[src/rtl/softmax_pkg.sv]
// Shared constants and helpers for the softmax exp datapath.
// LOG2E_Q is log2(e) in Q1.14; widths below are the stream defaults.
package softmax_pkg;

   localparam int LOG2E_Q     = 23637;
   localparam int LOG2E_FRAC  = 14;

   localparam int IN_W_DEF    = 16;
   localparam int IN_FRAC_DEF = 10;
   localparam int OUT_W_DEF   = 16;
   localparam int R_AW_DEF    = 7;

   function automatic int clog2(input int v);
      int r;
      int n;
      r = 0;
      n = v - 1;
      while (n > 0) begin
         r++;
         n = n >> 1;
      end
      return r;
   endfunction

endpackage

[src/rtl/exp2_frac_rom.sv]
// Fractional power-of-two table: data = round(2^(addr/2^R_AW) * 2^(OUT_W-1)).
// The table is built at elaboration from the defining equation.
module exp2_frac_rom
   import softmax_pkg::*;
#(
   parameter int    R_AW    = R_AW_DEF,
   parameter int    OUT_W   = OUT_W_DEF,
   parameter string R_TABLE = "r_1.dat"
) (
   input  logic             clk,
   input  logic             en,
   input  logic [R_AW-1:0]  addr,
   output logic [OUT_W-1:0] data
);

   localparam int P = 40;

   function automatic logic [127:0] isqrt(input logic [127:0] v);
      logic [127:0] r;
      logic [127:0] b;
      logic [127:0] rem;
      r   = '0;
      rem = v;
      b   = 128'd1 << 126;
      while (b > rem) b = b >> 2;
      while (b != 0) begin
         if (rem >= r + b) begin
            rem = rem - (r + b);
            r   = (r >> 1) + b;
         end else begin
            r = r >> 1;
         end
         b = b >> 2;
      end
      return r;
   endfunction

   // Product of 2^(2^-m) factors, one per set address bit, in Q.40.
   function automatic logic [OUT_W-1:0] entry(input int idx);
      logic [127:0] v;
      logic [127:0] c;
      logic [127:0] res;
      v = 128'd1 << P;
      c = 128'd2 << P;
      for (int m = 1; m <= R_AW; m++) begin
         c = isqrt(c << P);
         if (((idx >> (R_AW - m)) & 1) == 1) v = (v * c) >> P;
      end
      res = ((v << (OUT_W - 1)) + (128'd1 << (P - 1))) >> P;
      return res[OUT_W-1:0];
   endfunction

   logic [OUT_W-1:0] w_rom [2**R_AW];

   generate
      for (genvar g = 0; g < 2**R_AW; g++) begin : g_ent
         localparam logic [OUT_W-1:0] C_VAL = entry(g);
         assign w_rom[g] = C_VAL;
      end
   endgenerate

   always_ff @(posedge clk) begin
      if (en) data <= w_rom[addr];
   end

endmodule

[src/rtl/softmax_exp_stream.sv]
// Streaming exp(x) for max-subtracted logits: 2^(x*log2e) via a 2^f table and
// a right shift, plus a saturating per-vector sum for the downstream divider.
module softmax_exp_stream
   import softmax_pkg::*;
#(
   parameter int    IN_W    = IN_W_DEF,
   parameter int    IN_FRAC = IN_FRAC_DEF,
   parameter int    OUT_W   = OUT_W_DEF,
   parameter int    R_AW    = R_AW_DEF,
   parameter string R_TABLE = "r_1.dat",
   parameter int    VEC_MAX = 64,
   localparam int   SUM_W   = OUT_W + clog2(VEC_MAX + 1)
) (
   input  logic             clk,
   input  logic             rst,
   input  logic             in_valid,
   output logic             in_ready,
   input  logic [IN_W-1:0]  in_data,
   input  logic             in_last,
   output logic             out_valid,
   input  logic             out_ready,
   output logic [OUT_W-1:0] out_data,
   output logic             out_last,
   output logic             sum_valid,
   output logic [SUM_W-1:0] sum_data,
   output logic             sum_sat
);

   localparam int P_W = IN_W + 16;
   localparam int TF  = IN_FRAC + LOG2E_FRAC;
   localparam int I_W = P_W - TF;

   // Handshake: a beat moves when valid and ready are both high at a clock edge;
   // the whole pipe advances together whenever the output slot is free or draining.
   logic w_en;
   assign w_en     = !out_valid || out_ready;
   assign in_ready = w_en;

   // S1: clamp, scale by log2e, split into integer shift and table index
   logic signed [IN_W-1:0] w_x;
   logic signed [P_W-1:0]  w_t;
   logic signed [I_W-1:0]  w_int;
   logic        [I_W:0]    w_k_full;
   logic        [5:0]      w_k;
   logic        [R_AW-1:0] w_idx;
   logic                   w_z;

   assign w_x      = in_data[IN_W-1] ? $signed(in_data) : '0;
   assign w_t      = $signed({{16{w_x[IN_W-1]}}, w_x}) * $signed(P_W'(LOG2E_Q));
   assign w_int    = w_t[P_W-1:TF];
   assign w_k_full = -{w_int[I_W-1], w_int};
   assign w_k      = (w_k_full > (I_W+1)'(63)) ? 6'd63 : w_k_full[5:0];
   assign w_idx    = w_t[TF-1 -: R_AW];
   assign w_z      = (w_t == '0);

   logic            r_v1, r_z1, r_last1;
   logic [5:0]      r_k1;
   logic [R_AW-1:0] r_idx1;
   logic            r_v2, r_z2, r_last2;
   logic [5:0]      r_k2;
   logic [OUT_W-1:0] w_tab;

   exp2_frac_rom #(
      .R_AW    (R_AW),
      .OUT_W   (OUT_W),
      .R_TABLE (R_TABLE)
   ) u_rom (
      .clk  (clk),
      .en   (w_en),
      .addr (r_idx1),
      .data (w_tab)
   );

   // S3: scale the table value by 2^(1-k)
   logic [5:0]       w_km1;
   logic [OUT_W-1:0] w_exp;
   assign w_km1 = r_k2 - 6'd1;

   always_comb begin
      w_exp = '0;
      if (r_z2)                     w_exp = '1;
      else if (int'(w_km1) >= OUT_W) w_exp = '0;
      else                          w_exp = w_tab >> w_km1;
   end

   logic             r_v3, r_last3;
   logic [OUT_W-1:0] r_out;
   logic [SUM_W-1:0] r_acc, r_sum;
   logic             r_sat, r_sum_valid, r_sum_sat;

   logic             w_fire, w_ovf;
   logic [SUM_W:0]   w_acc_sum;
   logic [SUM_W-1:0] w_acc_sat;
   assign w_fire    = r_v3 && out_ready;
   assign w_acc_sum = {1'b0, r_acc} + (SUM_W+1)'(r_out);
   assign w_ovf     = w_acc_sum[SUM_W];
   assign w_acc_sat = w_ovf ? '1 : w_acc_sum[SUM_W-1:0];

   always_ff @(posedge clk) begin
      if (rst) begin
         r_v1 <= 1'b0; r_z1 <= 1'b0; r_last1 <= 1'b0; r_k1 <= '0; r_idx1 <= '0;
         r_v2 <= 1'b0; r_z2 <= 1'b0; r_last2 <= 1'b0; r_k2 <= '0;
         r_v3 <= 1'b0; r_last3 <= 1'b0; r_out <= '0;
         r_acc <= '0; r_sat <= 1'b0;
         r_sum <= '0; r_sum_valid <= 1'b0; r_sum_sat <= 1'b0;
      end else begin
         r_sum_valid <= 1'b0;
         if (w_en) begin
            r_v1 <= in_valid; r_z1 <= w_z; r_last1 <= in_last; r_k1 <= w_k; r_idx1 <= w_idx;
            r_v2 <= r_v1; r_z2 <= r_z1; r_last2 <= r_last1; r_k2 <= r_k1;
            r_v3 <= r_v2; r_last3 <= r_last2; r_out <= w_exp;
         end
         if (w_fire) begin
            if (r_last3) begin
               r_sum       <= w_acc_sat;
               r_sum_valid <= 1'b1;
               r_sum_sat   <= r_sat | w_ovf;
               r_acc       <= '0;
               r_sat       <= 1'b0;
            end else begin
               r_acc <= w_acc_sat;
               r_sat <= r_sat | w_ovf;
            end
         end
      end
   end

   assign out_valid = r_v3;
   assign out_data  = r_out;
   assign out_last  = r_last3;
   assign sum_valid = r_sum_valid;
   assign sum_data  = r_sum;
   assign sum_sat   = r_sum_sat;

endmodule

[config.mk]
export PLATFORM = sky130hd
export DESIGN_NAME = softmax_exp_stream
export DESIGN_NICKNAME = d
export VERILOG_FILES = /design/src/rtl/softmax_pkg.sv /design/src/rtl/exp2_frac_rom.sv /design/src/rtl/softmax_exp_stream.sv
export SDC_FILE = /design/constraint.sdc
export NUM_CORES = 1
export LEC_CHECK = 0
export ABC_CLOCK_PERIOD_IN_PS = 19500
export CORE_ASPECT_RATIO = 1.2
export CORE_MARGIN = 3
export CORE_UTILIZATION = 55
export CTS_BUF_LIST = sky130_fd_sc_hd__clkbuf_4 sky130_fd_sc_hd__clkbuf_8
export DETAILED_ROUTE_END_ITERATION = 10
export GPL_ROUTABILITY_DRIVEN = 0
export GPL_TIMING_DRIVEN = 1
export MAX_ROUTING_LAYER = met4
export PLACE_DENSITY_LB_ADDON = 0.12
export REMOVE_ABC_BUFFERS = 1
export SLEW_MARGIN = 20
export SYNTH_ARGS = -nofsm -noshare
export SYNTH_HDL_FRONTEND = slang
export SYNTH_SLANG_ARGS = --single-unit
[constraint.sdc]
create_clock -name clk -period 19.5 [get_ports clk]
set_clock_uncertainty 0.2 [all_clocks]
set_input_delay 2.925 -clock clk [delete_from_list [all_inputs] [get_ports clk]]
set_output_delay 2.925 -clock clk [all_outputs]
set_load 0.03 [all_outputs]
==> results by group <==
Logic synthesis
  – Cell taking the most area after synthesis: dfxtp_1
  – Largest family of logic cells by synthesized area: adder cells
  – Mapped cell area: 13320 um2
  – EDFF count, synth: 15
  – Post-synthesis adder-cell area fraction: 0.2538
  – Number of synthesized register bits: between 100 and 150
  – Simple logic cell fraction of the synthesized area: 0.1615
  – Top post-synthesis cells by area: dfxtp_1, ha_1, fa_1, a21oi_1, nand2_1
  – Avg Inst Size Synth: 7.727 um2
  – Synth Area in Compound Gates: 0.2426
  – Yosys warnings: 0
  – Post-synth cell types: 83
  – Sequential area share after synthesis: 0.1721
  – Main flop type after synthesis: dfxtp_1
  – Multiplexer share of the synthesized area: 0.02977
  – Synth Area in XOR/XNOR: 0.05495
  – Syn Inst Count: about 1700
  – Fraction of registers with async set/reset: 0
  – Post-synth top area share: 0.1383

GRT
  – GRT overflow: 0
  – Tot GR Track Use: 0.2624
  – Met2 Usage GRT: 0.4331
  – First-pass GRT wire length: 55.94 mm
  – Largest net degree at the start of global routing: 96
  – Most Used Layer, Global Route: met2
  – GRT met1 Usage: 0.3374
  – Antenna violations before repair: 0
  – Met3 usage: 0.03004
  – Vias in the first global route: 11570

STA
  – RSZ-0062 raised after global routing: no
  – Period minus WS final: 10.40 ns
  – Worst setup slack after layout: 9.096 ns
  – Worst hold slack: around 0.24 ns
  – Tcrit/Tclk final: 0.5336
  – Final hold vios: 0
  – Slew @ Worst Pin: 1.068 ns
  – TNS Setup: 0 ns
  – Fin. max-slew vios: 0
  – Relative slew slack: 0.2877
  – Highest Clock Rate: 96.11 MHz
  – Final setup vio count: 0

Clocking
  – CTS tree: built
  – Clk root buf: clkbuf_8
  – H-tree depth: 3
  – Post-CTS setup buffer count: 0
  – Clk_lat worst skew: 0.39 ns
  – Longest Clk Path Bufs: 2
  – CTS Hold Bufs: 0
  – Clock sink total: 107
  – Post-CTS sizing: 0
  – Cts bufs inserted: 9
  – Clock transition at path regs: roughly 0.11 ns

Floorplan
  – Core ar.: 23510 um2
  – Die area: 26130 um2
  – Row cnt: 61
  – Initial Utilization: 0.5667
  – Die Ht: 176.5 um
  – IO Count: 65
  – Die width: 148.1 um

Finish
  – Most frequent cells in the layout: nand2_1, inv_1, a21oi_1
  – Number of diodes: 0
  – Area growth from synthesis to layout: 7.035%
  – Final Net Count: 1946
  – Most common cell after layout, fill and taps aside: nand2_1
  – Post-route cell area: 14260 um2
  – Layout cells sized above 1: 0.05100

Route
  – Detailed Route Iter0 Violations: 1104
  – Total routed wirelength: 33.23 mm
  – Antenna viol nets, final: 0
  – Drt pass-1 iters: 6
  – DR WL/cell: 16.44 um
  – Vias: 12020
  – Via density: 5.948
  – Drc violations: 0

Place
  – Placed instance area: about 14000 um2
  – Post-DP HPWL: around 25 mm
  – Port-buffer cells: between 60 and 70
  – Worst slack at placement: about 8.7 ns

Power and ir drop
  – Total power: 2.144 mW
  – Peak VDD IR: 0.00007980 V
  – Power Dens Cells: 150.4 nW/um2
  – P_leak: about 6.4 nW

Worst hold path
  – Hold Path Class: reg -> reg

Setup path
  – Worst path cell trace: clkdlybuf4s50_1 -> buf_4 -> clkinv_1 -> nor2_1 -> ha_1 -> ha_1 -> fa_1 -> fa_1 -> fa_1 -> fa_1 -> ha_1 -> a21o_1 -> a211o_1 -> a22oi_1 -> o21a_1 -> nand2_1 -> xor2_1 -> inv_1 -> ha_1 -> nand2b_1 -> nor4b_4 -> nor3b_1 -> a31o_4 -> a311oi_2
  – Endpoint type of the worst setup path: flop
  – WP data required: 19.60 ns
  – Startpoint types: primary input
  – Delay-heaviest family, CP: adder cells
  – CP Class: in -> reg
  – CP max stage delay: 0.77 ns
  – WP data arrival: 10.50 ns
  – R2r setup slk: 15.67 ns
  – Crit path buf inv count: 4
  – CP max-delay cell: clkinv_1
  – Max FO, Critical Path: 45

Status
  – Status: complete, no violations

Job
  – Max Cap Viol: 0
## state kept, by name (all words and copies together), names as in the netlist
signal	cells
out_data	16
out_last	1
out_valid	1
r_acc	23
r_idx1	7
r_k1	6
r_k2	6
r_last1	1
r_last2	1
r_sat	1
r_v1	1
r_v2	1
r_z1	1
r_z2	1
sum_data	23
sum_sat	1
sum_valid	1
u_rom.data	15
## metal layers
metal | up-vias | part of all wire
met2 | 425 | 0.48
met4 | 0 | 0.030
met5 | - | 0
met1 | 5619 | 0.43
li1 | 5903 | -
met3 | 74 | 0.059
## final timing paths
| path | to | cells past startpoint | from |
|---|---|---|---|
| max | r_k1[0]$_SDFFE_PP0P_ | 24 | in_data[15] |
| min | sum_data[20]$_SDFFE_PP0P_ | 2 | sum_data[20]$_SDFFE_PP0P_ |
| max reg2reg | u_rom.data[1]$_DFFE_PP_ | 7 | r_idx1[0]$_SDFFE_PP0P_ |
| min reg2reg | sum_data[20]$_SDFFE_PP0P_ | 2 | sum_data[20]$_SDFFE_PP0P_ |
## cell usage after synthesis, types with 7 or more instances
cell / number
o31ai_1: 8
a22o_1: 8
xor2_1: 30
dfxtp_1: 92
inv_1: 183
buf_1: 14
o21ai_0: 123
nor2_1: 146
nor3_1: 33
nand4_1: 10
o22ai_1: 13
xnor2_1: 48
nand2b_1: 19
a22oi_1: 15
nand2_1: 194
nor2b_1: 12
nand3_1: 15
a31oi_1: 17
mux2i_1: 16
edfxtp_1: 15
o211ai_1: 25
fa_1: 77
and2_1: 19
a21oi_1: 152
ha_1: 147
and3_1: 8
a211oi_1: 34
mux4_2: 8
clkbuf_1: 91
o21a_1: 7
a311oi_1: 8
a21o_1: 23
## power by group
group	total [mW]	switching [mW]	internal, mW
combinational	1.69	1.04	0.649
sequential	0.308	0.0330	0.275
clock	0.144	0.0806	0.0638
## cell families after synthesis
group           after synthesis
compound gates              503
xor+xnor                     81
fa+ha+maj                   224
buf+inv                     299
flops                       107
mux                          29
simple gates                481
## area by class of cell
class                      count  area (um2)
clock buffer                  10       131.4
clock inverter                 6       81.33
fill                        2216        9249
inverter                     187       701.9
multi-input combinational   1318        9913
sequential                   107        2296
tap                          315       394.1
timing repair buffer          78       740.7
## metrics by stage
step | util | cells
finish | 0.6066 | 2021
global route | 0.6066 | 2021
CTS | 0.6061 | 2021
detailed placement | 0.5971 | 2005
global placement | 0.5971 | 2005
floorplan | - | 1612
## worst reg2reg max path, cell delays in order (launching register included)
cell and delay (ns):
dfxtp_1 0.83, inv_1 0.38, ha_1 0.78, nor2b_1 0.61, o311ai_0 0.24, o211ai_1 0.18, o211ai_1 0.11, o21ai_0 0.24
No activity file was read; power rests on OpenSTA's default activity.
